### config.mk
export PLATFORM = sky130hd
export DESIGN_NAME = ddr_req_issuer
export DESIGN_NICKNAME = d
export VERILOG_FILES = /design/src/rtl/ddr_req_issuer.sv
export SDC_FILE = /design/constraint.sdc
export NUM_CORES = 1
export LEC_CHECK = 0
export ABC_AREA = 1
export ABC_CLOCK_PERIOD_IN_PS = 3600
export CORE_ASPECT_RATIO = 1.75
export CORE_MARGIN = 10
export CORE_UTILIZATION = 45
export DETAILED_ROUTE_END_ITERATION = 6
export HOLD_SLACK_MARGIN = 0.1
export MAX_ROUTING_LAYER = met4
export PLACE_DENSITY = 0.86
export REMOVE_ABC_BUFFERS = 1
export SYNTH_ARGS = -nofsm -noshare
export SYNTH_HDL_FRONTEND = slang
export SYNTH_SLANG_ARGS = --single-unit
### constraint.sdc
create_clock -name clk -period 3.6 [get_ports clk]
set_input_delay 0.9 -clock clk [delete_from_list [all_inputs] [get_ports clk]]
set_output_delay 0.9 -clock clk [all_outputs]
set_load 0.05 [all_outputs]
### src/rtl/ddr_req_issuer.sv
// Two-client request issuer for the x32 DDR command FSM: arbitrates the camera write
// port against the display read port and paces command strobes on the controller busy.
module ddr_req_issuer #(
  parameter int ADDR_W         = 22,
  parameter bit AUTO_PRE       = 1'b1,
  parameter int MAX_WR_STREAK  = 4,
  parameter int ACCEPT_TIMEOUT = 15
) (
  input  logic              clk,
  input  logic              rst_n,
  input  logic              init_done,
  input  logic              busy,
  input  logic              wr_req,
  input  logic [ADDR_W-1:0] wr_addr,
  input  logic              rd_req,
  input  logic [ADDR_W-1:0] rd_addr,
  input  logic              rd_urgent,
  output logic [3:0]        cmd,
  output logic              cmd_valid,
  output logic [ADDR_W-1:0] cmd_addr,
  output logic              wr_ack,
  output logic              rd_ack,
  output logic              timeout_err
);

  localparam int STREAK_W = $clog2(MAX_WR_STREAK + 1);
  localparam logic [STREAK_W-1:0] STREAK_MAX = STREAK_W'(MAX_WR_STREAK);
  localparam logic [3:0] CMD_RD = AUTO_PRE ? 4'b0011 : 4'b0001;
  localparam logic [3:0] CMD_WR = AUTO_PRE ? 4'b0100 : 4'b0010;
  // Timer starts at 0 in the first WAIT_ACCEPT cycle, so this value puts the
  // timeout_err pulse exactly ACCEPT_TIMEOUT cycles after the strobe cycle.
  localparam logic [3:0] TIMEOUT_LAST = 4'(ACCEPT_TIMEOUT - 2);

  typedef enum logic [1:0] {IDLE, ISSUE, WAIT_ACCEPT, WAIT_DONE} state_t;
  typedef enum logic [1:0] {GNT_NONE, GNT_WR, GNT_RD} grant_t;

  state_t              state;
  grant_t              grant;
  logic [STREAK_W-1:0] wr_streak;
  logic [3:0]          timer;

  logic can_arb;
  logic pick_rd;
  logic pick_wr;

  // No arbitration while an ack is showing, so a client gets one cycle to drop its request.
  always_comb begin
    can_arb = 1'b0;
    pick_rd = 1'b0;
    pick_wr = 1'b0;
    if (init_done && !busy && !wr_ack && !rd_ack && (wr_req || rd_req)) begin
      can_arb = 1'b1;
      pick_rd = rd_req && (rd_urgent || !wr_req || (wr_streak == STREAK_MAX));
      pick_wr = wr_req && !pick_rd;
    end
  end

  always_ff @(posedge clk or negedge rst_n) begin
    if (!rst_n) begin
      state       <= IDLE;
      grant       <= GNT_NONE;
      wr_streak   <= '0;
      timer       <= '0;
      cmd         <= 4'b0000;
      cmd_valid   <= 1'b0;
      cmd_addr    <= '0;
      wr_ack      <= 1'b0;
      rd_ack      <= 1'b0;
      timeout_err <= 1'b0;
    end else begin
      cmd_valid   <= 1'b0;
      wr_ack      <= 1'b0;
      rd_ack      <= 1'b0;
      timeout_err <= 1'b0;
      if (!init_done) begin
        state <= IDLE;
      end else begin
        case (state)
          IDLE: begin
            if (can_arb) begin
              cmd_valid <= 1'b1;
              state     <= ISSUE;
              if (pick_rd) begin
                grant     <= GNT_RD;
                cmd       <= CMD_RD;
                cmd_addr  <= rd_addr;
                wr_streak <= '0;
              end else if (pick_wr) begin
                grant    <= GNT_WR;
                cmd      <= CMD_WR;
                cmd_addr <= wr_addr;
                if (rd_req && (wr_streak != STREAK_MAX))
                  wr_streak <= wr_streak + STREAK_W'(1);
              end
            end
          end
          ISSUE: begin
            timer <= '0;
            state <= WAIT_ACCEPT;
          end
          WAIT_ACCEPT: begin
            if (busy) begin
              state <= WAIT_DONE;
            end else if (timer == TIMEOUT_LAST) begin
              timeout_err <= 1'b1;
              state       <= IDLE;
            end else begin
              timer <= timer + 4'd1;
            end
          end
          WAIT_DONE: begin
            if (!busy) begin
              wr_ack <= (grant == GNT_WR);
              rd_ack <= (grant == GNT_RD);
              grant  <= GNT_NONE;
              state  <= IDLE;
            end
          end
          default: state <= IDLE;
        endcase
      end
    end
  end

endmodule

==> results.sh, run 1 <==
export IMPL_top_cell_type_s_share_of_synthesized_area=0.500
export IMPL_critical_path_arrival_ns=2.60
export IMPL_setup_tns_ns=0
export IMPL_first_pass_iters=4
export IMPL_path_common_cell="nor2_4"
export IMPL_cts_hold_buffers_added=0
export IMPL_synth_simple_area_share=0.365
export IMPL_preCtsSetupSlack_ns=0.871
export IMPL_avg_wl_per_cell_um=15.8
export IMPL_final_max_slew_violation_count=0
export IMPL_crit_fanout=24
export IMPL_antennaDiodeCount=0
export IMPL_syn_mean_instance_area_sq_um=8.45
export IMPL_ir_drop_worst_case_vdd_mv=0.718
export IMPL_timing_final_setup_violations=0
export IMPL_grt_start_max_net_pins=40
export IMPL_clock_sinks=39
export IMPL_ys_warnings_count=0
export IMPL_netlist_area_sq_um=1950
export IMPL_worst_setup_path_start_kind="primary input"
export IMPL_cts_max_level=2
export IMPL_net_switching_power_mw=1.10
export IMPL_clock_skew_final_ns=0.00368
export IMPL_cts_buffer_depth=2
export IMPL_finalWeightedCongestion=0.843
export IMPL_power_switching_share=0.488
export IMPL_finalWirelength_um=5640
export IMPL_die_x_um=69.8
export IMPL_grt_pass1_wl_um=9540
export IMPL_worst_hold_path_type="register to register"
export IMPL_grt_use_total=0.156
export IMPL_drc=0
export IMPL_antenna_found_initial=0
export IMPL_final_instance_count_excl_fill=357
export IMPL_setup_worst_path_end_class="register"
export IMPL_post_synth_fa_ha_maj_area_fraction=0.0256
export IMPL_synth_yosys_seq_area_share=0.500
export IMPL_start_util=0.470
export IMPL_num_vias=1865
export IMPL_synth_cell_types=25
export IMPL_post_route_util=0.676
export IMPL_rows=31
export IMPL_globalRoute_totalOverflow=0
export IMPL_least_margin_pin_slew_ns=0.821
export IMPL_finalHoldWorstSlack_ns=0.471
export IMPL_post_cts_repair_setup_buffers=0
export IMPL_power_clock_fraction=0.125
export IMPL_design_power_total_mw=2.26
export IMPL_synth_top_family_by_area="simple AND/OR/NAND/NOR gates"
export IMPL_routed_via_density=5.22
export IMPL_power_density_nw_per_um2=805
export IMPL_post_synth_top_area_cell="dfrtp_1"
export IMPL_combinational_power_share=0.560
export IMPL_cts_tree="yes"
export IMPL_globalRouteMet1Util=0.178
export IMPL_met2_usage=0.261
export IMPL_grt_busiest_layer="met2"
export IMPL_fmax_mhz=411
export IMPL_setup_worst_path_class="primary input to register"
export IMPL_whs_path_depth=1
export IMPL_muxShareOfSynthArea=0
export IMPL_drt_antenna_violating_nets=0
export IMPL_die_h_um=107
export IMPL_cts_clk_slew_worst_paths_ns=0.07
export IMPL_timing_critical_path_cells="clkdlybuf4s50_1, inv_2, nor2_4, nand3_4, nor2_4, inv_1, nand2_1, o21ai_1"
export IMPL_rsz_0062_raised_after_global_routing="false"
export IMPL_area_growth_pct=43.7
export IMPL_clock_insertion_delay_worst_skew_ns=0.29
export IMPL_placed_cells=349
export IMPL_timing_slew_headroom=0.453
export IMPL_cp_required_ns=3.77
export IMPL_final_nets=362
export IMPL_final_worst_path_period_share=0.675
export IMPL_ys_seq_elements=39
export IMPL_cts_repair_resized=0
export IMPL_timing_critical_path_buf_inv=3
export IMPL_final_hold_violation_count=0
export IMPL_fp_coreArea_sq_um=4150
export IMPL_io_buffer_count=79
export IMPL_seqPwrFrac=0.315
export IMPL_critPathTopFamily="simple AND/OR/NAND/NOR gates"
export IMPL_synth_compound_area_frac=0.0212
export IMPL_tritoncts_num_buffers=5
export IMPL_synth_xor_area_frac=0.0135
export IMPL_max_stage_delay_ns=0.53
export IMPL_met3_usage=0.0360
export IMPL_placement_cell_area_sq_um=2720
export IMPL_post_route_cells_drive_above_1_share=0.0552
export IMPL_synth_area_leaders="dfrtp_1 (50%), nand3_1 (18%), nand2_1 (12%)"
export IMPL_static_leakage_power_nw=1.29
export IMPL_outcome="finished clean"
export IMPL_die_area_sq_um=7480
export IMPL_worst_path_stages=8
export IMPL_reg2regPathDepth=7
export IMPL_min_period_ns=2.43
export IMPL_postLayoutSetupSlackWorst_ns=1.17
export IMPL_buffer_cell_driving_the_clock_tree_root="clkbuf_8"
export IMPL_number_of_global_route_vias_before_repair=1950
export IMPL_pin_count=81
export IMPL_critPathSlowestCell="clkdlybuf4s50_1"
export IMPL_stdcell_area_sq_um=2810
export IMPL_detail_route_iter0_violations=141
export IMPL_internal_power_mw=1.16
export IMPL_drv_max_cap_violation_count=0
export IMPL_dp_final_hpwl_um=4250
export IMPL_synth_cells=231
==> synth_stat cells (all sizes together) <==
cell    instances
nor3            1
nor2           12
buf             8
conb            1
o22ai           1
a21oi           1
xor2            3
nand2          63
ha              4
inv            13
dfrtp          39
o21ai           6
nor4            1
nand3b          1
clkbuf          4
nand4           1
nand3          72
==> routing by layer <==
| layer | part of all wire | vias to the layer above |
|---|---|---|
| li1 | - | 918 |
| met1 | 0.40 | 870 |
| met2 | 0.52 | 68 |
| met3 | 0.059 | 9 |
| met4 | 0.016 | 0 |
| met5 | 0 | - |
==> state kept, by name, indices dropped and copies added, names as in the netlist <==
signal and cells:
cmd 2, cmd_valid 1, grant 2, rd_ack 1
timer 4, wr_streak 3, state 2, cmd_addr 22
timeout_err 1, wr_ack 1
==> layout by cell type (no fill, tap or decap) <==
master,count
ha_1,4
nor2_8,1
o22ai_1,1
nand4_1,1
a21oi_1,1
nand3_4,1
buf_4,2
conb_1,1
clkbuf_1,2
dfrtp_1,39
inv_4,1
buf_2,1
xor2_1,3
o21ai_0,3
nor3_1,1
nand3b_1,1
clkbuf_8,5
nand2_1,63
nor2_2,1
nor4_1,1
clkinv_2,1
clkdlybuf4s50_1,78
o21ai_1,3
nor2_4,2
nand3_1,71
inv_2,2
nor2_1,8
inv_1,10
==> cell families (layout without fill, tap and decap cells) <==
kind of cell / after synthesis / in the layout
AO/OA/AOI/OAI: 8 / 8
XOR/XNOR: 3 / 3
adder cells (fa/ha/maj): 4 / 4
buffers and inverters: 25 / 102
flip-flops: 39 / 39
other: 1 / 1
AND/OR/NAND/NOR: 151 / 151
==> final cells by class <==
type,count,area (sq um)
fill,352,1350
sequential,39,976
multi-input combinational,167,835
timing repair buffer,81,801
clock buffer,7,76.3
tap,49,61.3
inverter,13,51.3
clock inverter,1,5.00
==> worst paths after layout <==
check / start / endpoint / slack [ns]
worst max-delay path: init_done / wr_streak[0] / 1.17
worst min-delay path: grant[1] / wr_ack / 0.47
worst max register to register: state[1] / wr_streak[2] / 1.77
worst min register to register: grant[1] / wr_ack / 0.47
max in group asynchronous: rst_n / cmd_addr[10] / 2.38
min in group asynchronous: rst_n / state[1] / 0.70
==> power by group through the flow <==
stage	Combinational (mW)	Clock [mW]	Sequential (mW)
3_3_place_gp	1.25	0	0.712
6_report	1.26	0.281	0.712
4_1_cts	1.27	0.287	0.710
5_1_grt	1.35	0.304	0.737
3_5_place_dp	1.27	0	0.716
2_1_floorplan	0.362	0	1.15
==> worst reg2reg max path: stages, from the launching register on <==
cell and delay [ns]:
dfrtp_1 0.41, nor2_2 0.11, buf_4 0.27, inv_2 0.12
nor2_8 0.37, nand2_1 0.24, nand2_1 0.12, o21ai_1 0.07
(Power assumes the default switching activity.)
==> inputs of run 2 (changes only) <==
Settings changed: ABC_CLOCK_PERIOD_IN_PS 3600 to 2400, CORE_UTILIZATION 45 to 43, PLACE_DENSITY 0.86 to 0.82.
Clock period 3.6 ns to 2.4 ns, I/O delays scaled along.
==> results.sh, run 2 (synthesis gave the netlist of run 1 again) <==
export IMPL_reg_top3="cmd_addr x22, timer x4, wr_streak x3"
export IMPL_cts_buffer_depth=2
export IMPL_leading_cell_type_in_the_layout_fill_and_taps_excluded="clkdlybuf4s50_1"
export IMPL_number_of_global_route_vias_before_repair=2019
export IMPL_largest_register="cmd_addr"
export IMPL_final_hold_violation_count=0
export IMPL_max_stage_delay_ns=0.83
export IMPL_setup_worst_path_end_class="primary output"
export IMPL_globalRoute_totalOverflow=0
export IMPL_drt_antenna_violating_nets=0
export IMPL_fmax_mhz=481
export IMPL_power_density_nw_per_um2=1190
export IMPL_grt_pass1_wl_um=9670
export IMPL_rsz_0062_raised_after_global_routing="false"
export IMPL_timing_critical_path_buf_inv=1
export IMPL_drc=0
export IMPL_grt_use_total=0.158
export IMPL_cts_max_level=2
export IMPL_post_cts_repair_setup_buffers=0
export IMPL_pin_count=81
export IMPL_least_margin_pin_slew_ns=0.530
export IMPL_worst_hold_path_type="primary input to async pin"
export IMPL_timing_final_setup_violations=0
export IMPL_post_route_cells_drive_above_1_share=0.0737
export IMPL_die_area_sq_um=7740
export IMPL_mostFrequentLayoutCells="clkdlybuf4s50_1 (78), nand3_1 (71), nand2_1 (63)"
export IMPL_clock_sinks=39
export IMPL_buffer_cell_driving_the_clock_tree_root="clkbuf_8"
export IMPL_start_util=0.443
export IMPL_total_of_fill_cells_in_the_finished_design=355
export IMPL_die_h_um=109
export IMPL_setup_tns_ns=0
export IMPL_static_leakage_power_nw=1.33
export IMPL_cp_required_ns=1.80
export IMPL_cts_hold_buffers_added=0
export IMPL_tritoncts_num_buffers=5
export IMPL_rows=32
export IMPL_antenna_found_initial=0
export IMPL_first_pass_iters=4
export IMPL_grt_start_max_net_pins=25
export IMPL_cts_clk_slew_worst_paths_ns=0.08
export IMPL_routed_via_density=5.23
export IMPL_num_vias=1899
export IMPL_clock_skew_final_ns=0.00825
export IMPL_detail_route_iter0_violations=159
export IMPL_avg_wl_per_cell_um=16.3
export IMPL_placement_cell_area_sq_um=2790
export IMPL_min_period_ns=2.08
export IMPL_crit_fanout=2
export IMPL_finalWeightedCongestion=0.798
export IMPL_cts_tree="yes"
export IMPL_timing_slew_headroom=0.645
export IMPL_critPathTopFamily="buffers and inverters"
export IMPL_fp_coreArea_sq_um=4400
export IMPL_reg2regPathDepth=6
export IMPL_io_buffer_count=79
export IMPL_drv_max_cap_violation_count=0
export IMPL_die_x_um=70.9
export IMPL_final_worst_path_period_share=0.867
export IMPL_worst_setup_path_start_kind="register"
export IMPL_cts_repair_resized=0
export IMPL_area_growth_pct=47.4
export IMPL_dp_final_hpwl_um=4540
export IMPL_flip_flop_count_of_the_largest_register_after_layout=22
export IMPL_antennaDiodeCount=0
export IMPL_final_nets=367
export IMPL_ir_drop_worst_case_vdd_mv=0.805
export IMPL_timing_critical_path_cells="clkdlybuf4s50_1"
export IMPL_final_max_slew_violation_count=0
export IMPL_outcome="finished clean"
export IMPL_critPathSlowestCell="clkdlybuf4s50_1"
export IMPL_setup_worst_path_class="register to primary output"
export IMPL_finalWirelength_um=5930
export IMPL_clock_insertion_delay_worst_skew_ns=0.29
export IMPL_stdcell_area_sq_um=2880
export IMPL_worst_path_stages=1
export IMPL_critical_path_arrival_ns=1.48
[run 2: changes by cell type in the layout (fill, tap and decap cells not counted)]
cell,before,now
buf_12,0,2
buf_4,2,5
clkbuf_1,2,0
clkbuf_8,5,6
[run 2: path summary, 6_finish.rpt]
path                                endpoint  slack [ns]    startpoint
worst max-delay path            cmd_addr[19]        0.32  cmd_addr[19]
worst min-delay path             cmd_addr[2]        0.25         rst_n
worst max register to register  wr_streak[2]        0.90        wr_ack
worst min register to register        wr_ack        0.46      grant[1]
max in group asynchronous        cmd_addr[0]        1.62         rst_n
min in group clk                      wr_ack        0.46      grant[1]
[run 2: routing by layer]
metal,track usage,share of wire,vias up
met5,-,0,-
met3,0.0391,0.071,2
met2,0.272,0.52,74
met1,0.172,0.40,901
li1,-,-,922
met4,0.0528,0.0061,0
[run 2: where the power goes]
group          total [mW]  internal [mW]  leakage [nW]  switching, mW
Clock               0.442          0.225        0.0470          0.216
Sequential           1.06          0.906         0.501          0.153
Combinational        1.93          0.640         0.781           1.29
[run 2: through the flow]
stage	hold slack [ns]	setup slack, ns	instances	total power, mW	utilization
final	0.250	0.320	363	3.43	0.653
after global routing	0.273	0.290	363	3.64	0.653
after CTS	0.258	0.308	363	3.46	0.653
after detailed placement	0.448	0.218	356	3.01	0.633
after global placement	0.447	0.290	356	2.96	0.633
after floorplan	0.304	0.550	219	2.27	-
[run 2: layout make-up]
class                   instances  area (sq um)  area share
flip-flops and latches         39           976       0.339
repair buffers                 86           863       0.300
multi-input cells             167           835       0.290
clock buffers                   6          82.6      0.0287
well taps                      51          63.8      0.0222
inverters                      13          51.3      0.0178
clock inverters                 1          5.00     0.00174
==> inputs of run 3 (changes only) <==
Settings changed: CORE_ASPECT_RATIO 1.75 to 0.5, CTS_CLUSTER_DIAMETER set to 50, SLEW_MARGIN set to 20.
==> results.sh, run 3 (synthesis gave the netlist of run 1 again) <==
export IMPL_reg_top3="cmd_addr x22, timer x4, wr_streak x3"
export IMPL_grt_pass1_wl_um=9530
export IMPL_drv_max_cap_violation_count=0
export IMPL_met3_usage=0.0380
export IMPL_cts_clk_slew_worst_paths_ns=0.08
export IMPL_cts_tree="yes"
export IMPL_grt_start_max_net_pins=40
export IMPL_power_density_nw_per_um2=1210
export IMPL_io_buffer_count=79
export IMPL_antenna_found_initial=0
export IMPL_start_util=0.445
export IMPL_finalWirelength_um=6250
export IMPL_detail_route_iter0_violations=159
export IMPL_critical_path_capture_point="cmd_addr[19]"
export IMPL_met2_usage=0.289
export IMPL_cts_buffer_depth=2
export IMPL_final_max_slew_violation_count=0
export IMPL_critical_path_arrival_ns=1.50
export IMPL_least_margin_pin_slew_ns=0.891
export IMPL_drc=0
export IMPL_antennaDiodeCount=0
export IMPL_cts_max_level=2
export IMPL_number_of_global_route_vias_before_repair=1920
export IMPL_worst_hold_path_type="primary input to async pin"
export IMPL_area_growth_pct=46.4
export IMPL_timing_rr_start="wr_streak[0]"
export IMPL_leading_cell_type_in_the_layout_fill_and_taps_excluded="clkdlybuf4s50_1"
export IMPL_tritoncts_num_buffers=5
export IMPL_clock_insertion_delay_worst_skew_ns=0.29
export IMPL_clock_sinks=39
export IMPL_fp_coreArea_sq_um=4380
export IMPL_buffer_cell_driving_the_clock_tree_root="clkbuf_8"
export IMPL_setup_tns_ns=0
export IMPL_stdcell_area_sq_um=2860
export IMPL_drt_antenna_violating_nets=0
export IMPL_flip_flop_count_of_the_largest_register_after_layout=22
export IMPL_num_vias=1946
export IMPL_postLayoutSetupSlackWorst_ns=0.299
export IMPL_finalWeightedCongestion=0.821
export IMPL_worst_path_stages=1
export IMPL_dp_final_hpwl_um=4650
export IMPL_design_power_total_mw=3.45
export IMPL_outcome="finished clean"
export IMPL_crit_fanout=2
export IMPL_worst_setup_path_startpoint="cmd_addr[19]"
export IMPL_die_h_um=67.6
export IMPL_cts_hold_buffers_added=0
export IMPL_timing_critical_path_cells="clkdlybuf4s50_1"
export IMPL_globalRoute_totalOverflow=0
export IMPL_critPathSlowestCell="clkdlybuf4s50_1"
export IMPL_clock_skew_final_ns=0.00595
export IMPL_critPathTopFamily="buffers and inverters"
export IMPL_rows=17
export IMPL_static_leakage_power_nw=1.32
export IMPL_post_cts_repair_setup_buffers=0
export IMPL_final_hold_violation_count=0
export IMPL_final_nets=364
export IMPL_routed_via_density=5.30
export IMPL_die_x_um=115
export IMPL_grt_busiest_layer="met2"
export IMPL_timing_critical_path_buf_inv=1
export IMPL_timing_final_setup_violations=0
export IMPL_ir_drop_worst_case_vdd_mv=0.516
export IMPL_total_of_fill_cells_in_the_finished_design=357
export IMPL_min_period_ns=2.10
export IMPL_final_worst_path_period_share=0.875
export IMPL_globalRouteMet1Util=0.167
export IMPL_fmax_mhz=476
export IMPL_placement_cell_area_sq_um=2770
export IMPL_mostFrequentLayoutCells="clkdlybuf4s50_1 (78), nand3_1 (71), nand2_1 (63)"
export IMPL_largest_register="cmd_addr"
export IMPL_rsz_0062_raised_after_global_routing="false"
export IMPL_setup_worst_path_end_class="primary output"
export IMPL_grt_use_total=0.159
export IMPL_die_area_sq_um=7800
export IMPL_cts_repair_resized=0
export IMPL_preCtsSetupSlack_ns=0.172
export IMPL_timing_slew_headroom=0.406
export IMPL_reg2regPathDepth=9
export IMPL_finalHoldWorstSlack_ns=0.433
export IMPL_reg2reg_slack_ns=0.73
export IMPL_crit_reg2reg_capture="cmd_addr[10]"
export IMPL_max_stage_delay_ns=0.84
export IMPL_pin_count=81
export IMPL_cp_required_ns=1.80
export IMPL_avg_wl_per_cell_um=17.0
export IMPL_first_pass_iters=5
export IMPL_setup_worst_path_class="register to primary output"
export IMPL_post_route_cells_drive_above_1_share=0.0677
export IMPL_worst_setup_path_start_kind="register"
[run 3: power by group]
part           leakage, nW  internal [mW]  switching, mW  total [mW]
combinational        0.767          0.638           1.31        1.95
clock               0.0477          0.199          0.240       0.440
sequential           0.501          0.906          0.162        1.07
[run 3: per-layer routing]
metal | routed length, um | part of all wire | vias up
met1 | 2340 | 0.37 | 958
met3 | 255 | 0.041 | 12
li1 | - | - | 917
met2 | 3530 | 0.56 | 59
met5 | 0 | 0 | -
met4 | 128 | 0.020 | 0
[run 3: worst min-delay path by stage]
stage	start	end	slack, ns	cells after the start
floorplan	rst_n	cmd[1]	0.30	0
global placement	grant[1]	wr_ack	0.45	1
detailed placement	grant[1]	wr_ack	0.45	1
CTS	rst_n	cmd_addr[8]	0.45	1
global route	rst_n	cmd_addr[20]	0.49	1
finish	rst_n	cmd_addr[8]	0.43	1
[run 3: cell type report]
class                           instances  area [sq um]  share of cell area
Sequential cell                        39           976               0.342
Inverter                               13          51.3              0.0180
Tap cell                               57          71.3              0.0250
Multi-Input combinational cell        167           835               0.292
Clock buffer                            5          68.8              0.0241
Clock inverter                          3          15.0             0.00525
Timing Repair Buffer                   83           841               0.294
[run 3: metrics by stage]
step	cells	utilization
after floorplan	219	-
after global placement	359	0.633
after detailed placement	359	0.633
after CTS	367	0.652
after global routing	367	0.652
final	367	0.652
[run 3: worst register-to-register path: cells and delay by family (launching register included)]
kind / cells / cell delay [ns]
flops: 1 / 0.40
simple gates: 6 / 0.79
fa+ha+maj: 1 / 0.15
buf+inv: 2 / 0.26
